--- src/rtl/mux_lut_engine.sv ---
// Programmable LUT function generator: 2**SEL_W two-bit entries (0, 1, din, ~din) indexed by sel.
// Define MUX_LUT_PIPE2_EN to add a second output register stage (latency 2 instead of 1).
module mux_lut_engine #(
  parameter int SEL_W  = 3,
  parameter int CODE_W = 2
) (
  input  logic              clk,
  input  logic              rst_n,
  input  logic              cfg_start,
  input  logic              cfg_valid,
  output logic              cfg_ready,
  input  logic [CODE_W-1:0] cfg_code,
  output logic              cfg_done,
  input  logic              in_valid,
  input  logic [SEL_W-1:0]  sel,
  input  logic              din,
  output logic              out_valid,
  output logic              f
);

  localparam int DEPTH = 2 ** SEL_W;

  typedef enum logic [1:0] {
    ST_UNCFG,
    ST_LOAD,
    ST_RUN
  } state_t;

  state_t            state, state_nxt;
  logic [SEL_W-1:0]  idx;
  logic [CODE_W-1:0] lut [DEPTH];
  logic              cfg_acc;
  logic              last_acc;
  logic              eval_acc;
  logic              vld_p1;
  logic              f_p1;

  function automatic logic decode(input logic [CODE_W-1:0] code, input logic d);
    logic r;
    case (code)
      2'b00:   r = 1'b0;
      2'b01:   r = 1'b1;
      2'b10:   r = d;
      default: r = ~d;
    endcase
    return r;
  endfunction

  always_comb begin
    // A restart pulse in LOAD blocks the handshake so the beat cannot land at the old index.
    cfg_ready = (state == ST_LOAD) && !cfg_start;
    cfg_acc   = cfg_valid && cfg_ready;
    last_acc  = cfg_acc && (idx == {SEL_W{1'b1}});
    eval_acc  = in_valid && (state == ST_RUN) && !cfg_start;
  end

  always_comb begin
    state_nxt = state;
    case (state)
      ST_UNCFG: if (cfg_start) state_nxt = ST_LOAD;
      ST_LOAD:  if (!cfg_start && last_acc) state_nxt = ST_RUN;
      ST_RUN:   if (cfg_start) state_nxt = ST_LOAD;
      default:  state_nxt = ST_UNCFG;
    endcase
  end

  always_ff @(posedge clk or negedge rst_n) begin
    if (!rst_n) begin
      state    <= ST_UNCFG;
      idx      <= '0;
      cfg_done <= 1'b0;
    end else begin
      state    <= state_nxt;
      cfg_done <= last_acc;
      if (cfg_start)
        idx <= '0;
      else if (cfg_acc)
        idx <= idx + 1'b1;
    end
  end

  always_ff @(posedge clk or negedge rst_n) begin
    if (!rst_n) begin
      for (int i = 0; i < DEPTH; i++)
        lut[i] <= '0;
    end else if (cfg_acc) begin
      lut[idx] <= cfg_code;
    end
  end

  // Stage p1: table lookup and decode
  always_ff @(posedge clk or negedge rst_n) begin
    if (!rst_n) begin
      vld_p1 <= 1'b0;
      f_p1   <= 1'b0;
    end else begin
      vld_p1 <= eval_acc;
      if (eval_acc)
        f_p1 <= decode(lut[sel], din);
    end
  end

`ifdef MUX_LUT_PIPE2_EN
  logic vld_p2;
  logic f_p2;

  // Stage p2: output retime; runs freely so in-flight results survive a reload
  always_ff @(posedge clk or negedge rst_n) begin
    if (!rst_n) begin
      vld_p2 <= 1'b0;
      f_p2   <= 1'b0;
    end else begin
      vld_p2 <= vld_p1;
      if (vld_p1)
        f_p2 <= f_p1;
    end
  end

  assign out_valid = vld_p2;
  assign f         = f_p2;
`else
  assign out_valid = vld_p1;
  assign f         = f_p1;
`endif

endmodule

--- config.mk ---
export PLATFORM = sky130hd
export DESIGN_NAME = mux_lut_engine
export DESIGN_NICKNAME = d
export VERILOG_FILES = /design/src/rtl/mux_lut_engine.sv
export SDC_FILE = /design/constraint.sdc
export NUM_CORES = 1
export LEC_CHECK = 0
export BUFFER_PORTS_ARGS = -buffer_cell sky130_fd_sc_hd__buf_4
export CORE_MARGIN = 2
export CORE_UTILIZATION = 45
export CTS_CLUSTER_DIAMETER = 30
export DETAILED_ROUTE_END_ITERATION = 8
export PLACE_DENSITY = 0.68
export SLEW_MARGIN = 40
export SYNTH_ARGS = -nofsm -noshare
export SYNTH_HDL_FRONTEND = slang
export SYNTH_SLANG_ARGS = --single-unit
--- constraint.sdc ---
create_clock -name clk -period 1.9 [get_ports clk]
set_input_delay 0.095 -clock clk [delete_from_list [all_inputs] [get_ports clk]]
set_output_delay 0.095 -clock clk [all_outputs]
set_load 0.03 [all_outputs]
==> qor.yml, run 1 <==
flow_run:
  cap_violations: 0
grt:
  gr-total-overflow: 0
  grt_max_degree: 25
  grt_use_total_pct: 15.4
  antenna_found_initial: 0
  grt_first_pass_wirelength_mm: 3.69
  grt_pass1_vias: 828
finish:
  area_growth_syn_to_layout_pct: 15.8
  post-route-cell-area_sq_um: 1370
  drive_gt1_share_pct: 41.0
  layoutNonFillerInstCount: 135
  finish.utilization_pct: 55.3
  diodes: 0
  final_nets: 119
placed_design:
  place_area_sq_um: 1310
  place_inst: 129
  dpl.hpwl_mm: 1.58
  placement.io_buffers: 14
  routabilityCongestion: 0.744
  place_ws_ns: 0.205
worst_hold_path:
  min_to: "lut[6]$_DFFE_PN0P_"
  worstHoldPathType: "in2reg"
  hold_path_depth: 2
  hold_start: "cfg_code[0]"
clock_network:
  cts_tree: "done"
  cts_made_buffers: 3
  h-tree-depth: 1
  cts_buffer_depth: 2
  clock_latency_ns: 0.31
  cts-root-buf: "clkbuf_4"
  clock-sinks: 24
  cts.reportedPaths.clkPinSlew_ns: 0.12
routing:
  wire_per_inst_um: 15.9
  via_per_inst: 5.59
  vias: 755
  routed_wl_mm: 2.14
  drc: 0
  drt_pass1_iterations: 5
  final_antenna_net_count: 0
  drtIter0Drc: 12
critical_path:
  cp.arrival_ns: 1.91
  end_kind: "flip-flop"
  required_ns: 2.10
  rr_worst_depth: 4
  r2r_start: "state[1]$_DFFE_PN0P_"
  startpoint_type: "flip-flop"
  reg2reg_slack_ns: 0.20
  critical_path.max_fanout: 5
  worstReg2RegEnd: "lut[7]$_DFFE_PN0P_"
  critical_path_class: "reg2reg"
yosys:
  synth_xor_area_share_pct: 0.741
  synth.ff_latch_count: 24
  synth.area.top_cells: "dfrtp_1 51%, mux2_2 14%, mux4_2 5.7%"
  synthesis.nets: 100
  synth_compound_area_share_pct: 3.39
  async_flop_share_pct: 100
  synth_cell_types: 28
  synth-simple-area-share_pct: 16.0
  synth_ff_type: "dfrtp_1"
  netlist_instances: 87
  syn_area_per_cell_sq_um: 13.6
  synth_top_area_share_pct: 50.8
  synth_top_family_by_area: "multiplexers"
  synth_edf_count: 0
  ys_warn_count: 0
  synth_area_leader_cell: "dfrtp_1"
  synth-seq-area-share_pct: 50.8
  synthAdderAreaFrac_pct: 2.12
  synth_area_sq_um: 1180
  muxShareOfSynthArea_pct: 25.3
status:
  outcome: "complete, no violations"
floorplan:
  initial_core_util_pct: 47.7
  core_area_sq_um: 2480
  ios: 15
  chipWidth_um: 55.3
  rows: 18
  die_area_sq_um: 3050
  die_y_um: 55.3
timing:
  relSlewSlack_pct: 76.1
  drv_slew: 0
  fin_crit_ns: 1.70
  setup_tns_ns: 0
  rsz0062_at_grt: "false"
  skew_ns: 0.0112
  hold_ws_ns: 0.0678
  fin_crit_sh_pct: 89.5
  setup_viol: 0
  fmax_ghz: 0.588
  worst_slew_pin_slew_ns: 0.359
  hold_violations: 0
  setup_slack_ns: 0.199
power:
  power.density_nw_per_um2: 774
  leakagePower_nw: 0.656
  power_mw: 1.06
  max-vdd-ir-drop_v: 0.000492
==> registers in the layout, indices dropped and copies added (netlist names) <==
name       count
out_valid      1
lut           16
state          2
idx            3
f              1
cfg_done       1
==> power breakdown <==
| group | leakage (nW) | switching, mW | internal [mW] | total [mW] |
|---|---|---|---|---|
| registers | 0.316 | 0.0391 | 0.573 | 0.612 |
| logic | 0.319 | 0.0713 | 0.107 | 0.178 |
| clock network | 0.0210 | 0.152 | 0.117 | 0.269 |
==> worst max path at each step <==
stage	from	end	slack, ns	cells after the start
final	state[1]$_DFFE_PN0P_	lut[7]$_DFFE_PN0P_	0.20	4
after global routing	state[1]$_DFFE_PN0P_	lut[7]$_DFFE_PN0P_	0.09	4
after CTS	state[1]$_DFFE_PN0P_	lut[7]$_DFFE_PN0P_	0.19	4
after detailed placement	state[1]$_DFFE_PN0P_	lut[7]$_DFFE_PN0P_	0.20	4
after global placement	state[1]$_DFFE_PN0P_	lut[7]$_DFFE_PN0P_	0.25	4
after floorplan	state[0]$_DFFE_PN0P_	lut[4]$_DFFE_PN0P_	0.18	4
==> what timing repair did <==
item,in CTS,in global routing
buffers inserted,0,0
hold endpoints to repair,28,0
gates resized for setup,0,0
hold buffers,2,0
setup endpoints to repair,0,0
==> cells in the mapped netlist, drive strengths merged, types with 3 or more instances <==
master  number
nor2         5
mux2i        4
nor3b        3
mux4         3
mux2        17
dfrtp       24
nand2        4
nand3b       4
a21oi        3
==> cell type report <==
cell class	instances	area (sq um)
flip-flops and latches	24	601
repair buffers	16	125
inverters	2	7.51
fillers	218	1110
well taps	30	37.5
multi-input cells	59	562
clock buffers	4	36.3
==> critical path, cell delays in order (launching register included) <==
cell and delay, ns:
dfrtp_1 0.44, nand3b_4 0.20, or3_4 0.38, nor3b_2 0.25, mux2_1 0.33
==> cells by family after synthesis <==
kind of cell / after synthesis
DFF: 24
adders and majority gates: 2
AOI/OAI and AO/OA: 6
buffers and inverters: 4
muxes: 24
xor gates and xnor gates: 1
and+or+nand+nor: 26
==> placed cells by master (no fill, tap or decap), drive strengths merged <==
master       count
nor3             1
nand4b           1
inv              2
dfrtp           24
nand2            4
mux2i            4
nor3b            3
nand2b           1
dlygate4sd3      2
nand3            1
mux2            17
ha               2
or3              1
nand3b           4
xor2             1
mux4             3
and3             2
a21oi            3
nand4            1
nor2             5
o31a             1
a2bb2oi          1
nor2b            1
or3b             1
buf             14
clkbuf           4
a211oi           1
==> metal layers <==
metal	vias to the layer above	wire [um]	GRT usage, %
li1	355	-	-
met1	385	995	19.3
met2	13	1050	25.3
met3	2	82	3.04
met4	0	18	7.67
met5	-	0	0
(Power assumes the default switching activity.)
==> inputs of run 2 (changes only) <==
Settings changed: HOLD_SLACK_MARGIN from default to 0.15.
==> run 2 against run 1 <==
Net effect: design area increased by 2.2%; worst hold slack improved by 0.11 ns; sequential share of layout area decreased by 0.94 points; utilization increased by 1.2 points; maximum frequency decreased by 0.13%; worst setup slack got worse by 0.0023 ns; flip-flop and latch count unchanged; clock power about the same; global-route usage increased by 0.15 points; non-clock buffer count increased by 3; via count increased by 3.0%; highest routed layer unchanged.
==> qor.yml, run 2 (synthesis gave the netlist of run 1 again) <==
status:
  outcome: "complete, no violations"
clock_network:
  cts_setup_buffers: 0
  clock_latency_ns: 0.32
  h-tree-depth: 1
  cts.reportedPaths.clkPinSlew_ns: 0.12
  post_cts_resized: 0
  cts_tree: "done"
  ctsHoldBuffers: 5
  cts-root-buf: "clkbuf_4"
  cts_made_buffers: 3
  clock-sinks: 24
  cts_buffer_depth: 2
timing:
  hold_violations: 0
  drv_slew: 0
  fin_crit_sh_pct: 89.6
  fmax_ghz: 0.587
  skew_ns: 0.00888
  setup_tns_ns: 0
  setup_viol: 0
  rsz0062_at_grt: "false"
  fin_crit_ns: 1.70
  relSlewSlack_pct: 76.7
  worst_slew_pin_slew_ns: 0.350
routing:
  vias: 778
  routed_wl_mm: 2.16
  drt_pass1_iterations: 4
  drc: 0
  via_per_inst: 5.64
  drtIter0Drc: 23
  wire_per_inst_um: 15.7
  final_antenna_net_count: 0
critical_path:
  path_cells: "nand3b_4 -> or3_4 -> nor3b_2 -> mux2_1"
  critPathBufInv: 0
  critical_path.max_fanout: 5
  cp.arrival_ns: 1.92
  crit_path_top_delay_cell: "dfrtp_1"
  critical_path_class: "reg2reg"
  cp_top_family: "simple AND/OR/NAND/NOR gates"
  startpoint_type: "flip-flop"
  required_ns: 2.11
  r2r_start: "state[1]$_DFFE_PN0P_"
  worstReg2RegEnd: "lut[7]$_DFFE_PN0P_"
  end_kind: "flip-flop"
  reg2reg_slack_ns: 0.20
  critPathMaxStageDelay_ns: 0.44
  rr_worst_depth: 4
finish:
  drive_gt1_share_pct: 39.8
  final_nets: 122
  largest_register: "lut"
  largestRegisters: "lut: 16 flops, idx: 3 flops, state: 2 flops"
  diodes: 0
  final_common_cell: "dfrtp_1"
  fill_cells: 213
  largest_register_ffs: 16
  area_growth_syn_to_layout_pct: 18.3
  final_cell_mix: "24 x dfrtp_1, 15 x mux2_2, 14 x buf_4"
  layoutNonFillerInstCount: 138
floorplan:
  die_y_um: 55.3
  die_area_sq_um: 3050
  chipWidth_um: 55.3
  core_area_sq_um: 2480
  initial_core_util_pct: 47.7
  rows: 18
  ios: 15
worst_hold_path:
  hold_start: "in_valid"
  worstHoldPathType: "in2reg"
  min_to: "out_valid$_DFF_PN0_"
  hold_path_depth: 3
placed_design:
  routabilityCongestion: 0.744
  placement.io_buffers: 14
  dpl.hpwl_mm: 1.58
  place_inst: 129
power:
  power.density_nw_per_um2: 763
  power_mw: 1.07
  leakagePower_nw: 0.669
  max-vdd-ir-drop_v: 0.000488
grt:
  gr-total-overflow: 0
  grt_pass1_vias: 840
  grt_max_degree: 25
  grt_use_total_pct: 15.5
  antenna_found_initial: 0
  grt_first_pass_wirelength_mm: 3.73
flow_run:
  cap_violations: 0
## run 2: changes by cell type in the layout (fill, tap and decap cells not counted)
cell / change
dlygate4sd3_1: +3
## run 2: how the worst max path moves through the flow
| stage | from | to | slack, ns | cells past startpoint |
|---|---|---|---|---|
| after detailed placement | state[1]$_DFFE_PN0P_ | lut[7]$_DFFE_PN0P_ | 0.20 | 4 |
| after CTS | state[1]$_DFFE_PN0P_ | lut[7]$_DFFE_PN0P_ | 0.19 | 4 |
| after global routing | state[1]$_DFFE_PN0P_ | lut[7]$_DFFE_PN0P_ | 0.09 | 4 |
| after global placement | state[1]$_DFFE_PN0P_ | lut[7]$_DFFE_PN0P_ | 0.25 | 4 |
| final | state[1]$_DFFE_PN0P_ | lut[7]$_DFFE_PN0P_ | 0.20 | 4 |
| after floorplan | state[0]$_DFFE_PN0P_ | lut[4]$_DFFE_PN0P_ | 0.18 | 4 |
## run 2: stage by stage
stage	hold WS, ns	utilization (%)	setup slack [ns]	cell area, sq um
after floorplan	-0.201	-	0.180	1180
after global placement	0.00796	53.0	0.251	1310
after detailed placement	0.0128	53.0	0.205	1310
after CTS	0.162	56.5	0.188	1400
after global routing	0.173	56.5	0.0909	1400
final	0.179	56.5	0.197	1400
## run 2: power by group
part           switching (mW)  internal (mW)
combinational          0.0718          0.111
sequential             0.0392          0.573
clock                   0.155          0.117
total                   0.266          0.802
## run 2: layout make-up
type	instances	area, sq um	area share, %
Sequential cell	24	601	42.9
Inverter	2	7.51	0.537
Tap cell	30	37.5	2.68
Timing Repair Buffer	19	155	11.1
Multi-Input combinational cell	59	562	40.2
Clock buffer	4	36.3	2.59
## run 2: layer usage
| layer | vias up | part of all wire [%] | global-route usage, % |
|---|---|---|---|
| met5 | - | 0 | 0 |
| met4 | 0 | 1.3 | 7.67 |
| met3 | 4 | 5.2 | 2.81 |
| met2 | 22 | 48 | 25.7 |
| met1 | 392 | 45 | 19.6 |
| li1 | 360 | - | - |
## run 2: worst min-delay path: stages
cell	delay [ns]
buf_4	0.10
or3b_2	0.21
inv_1	0.06
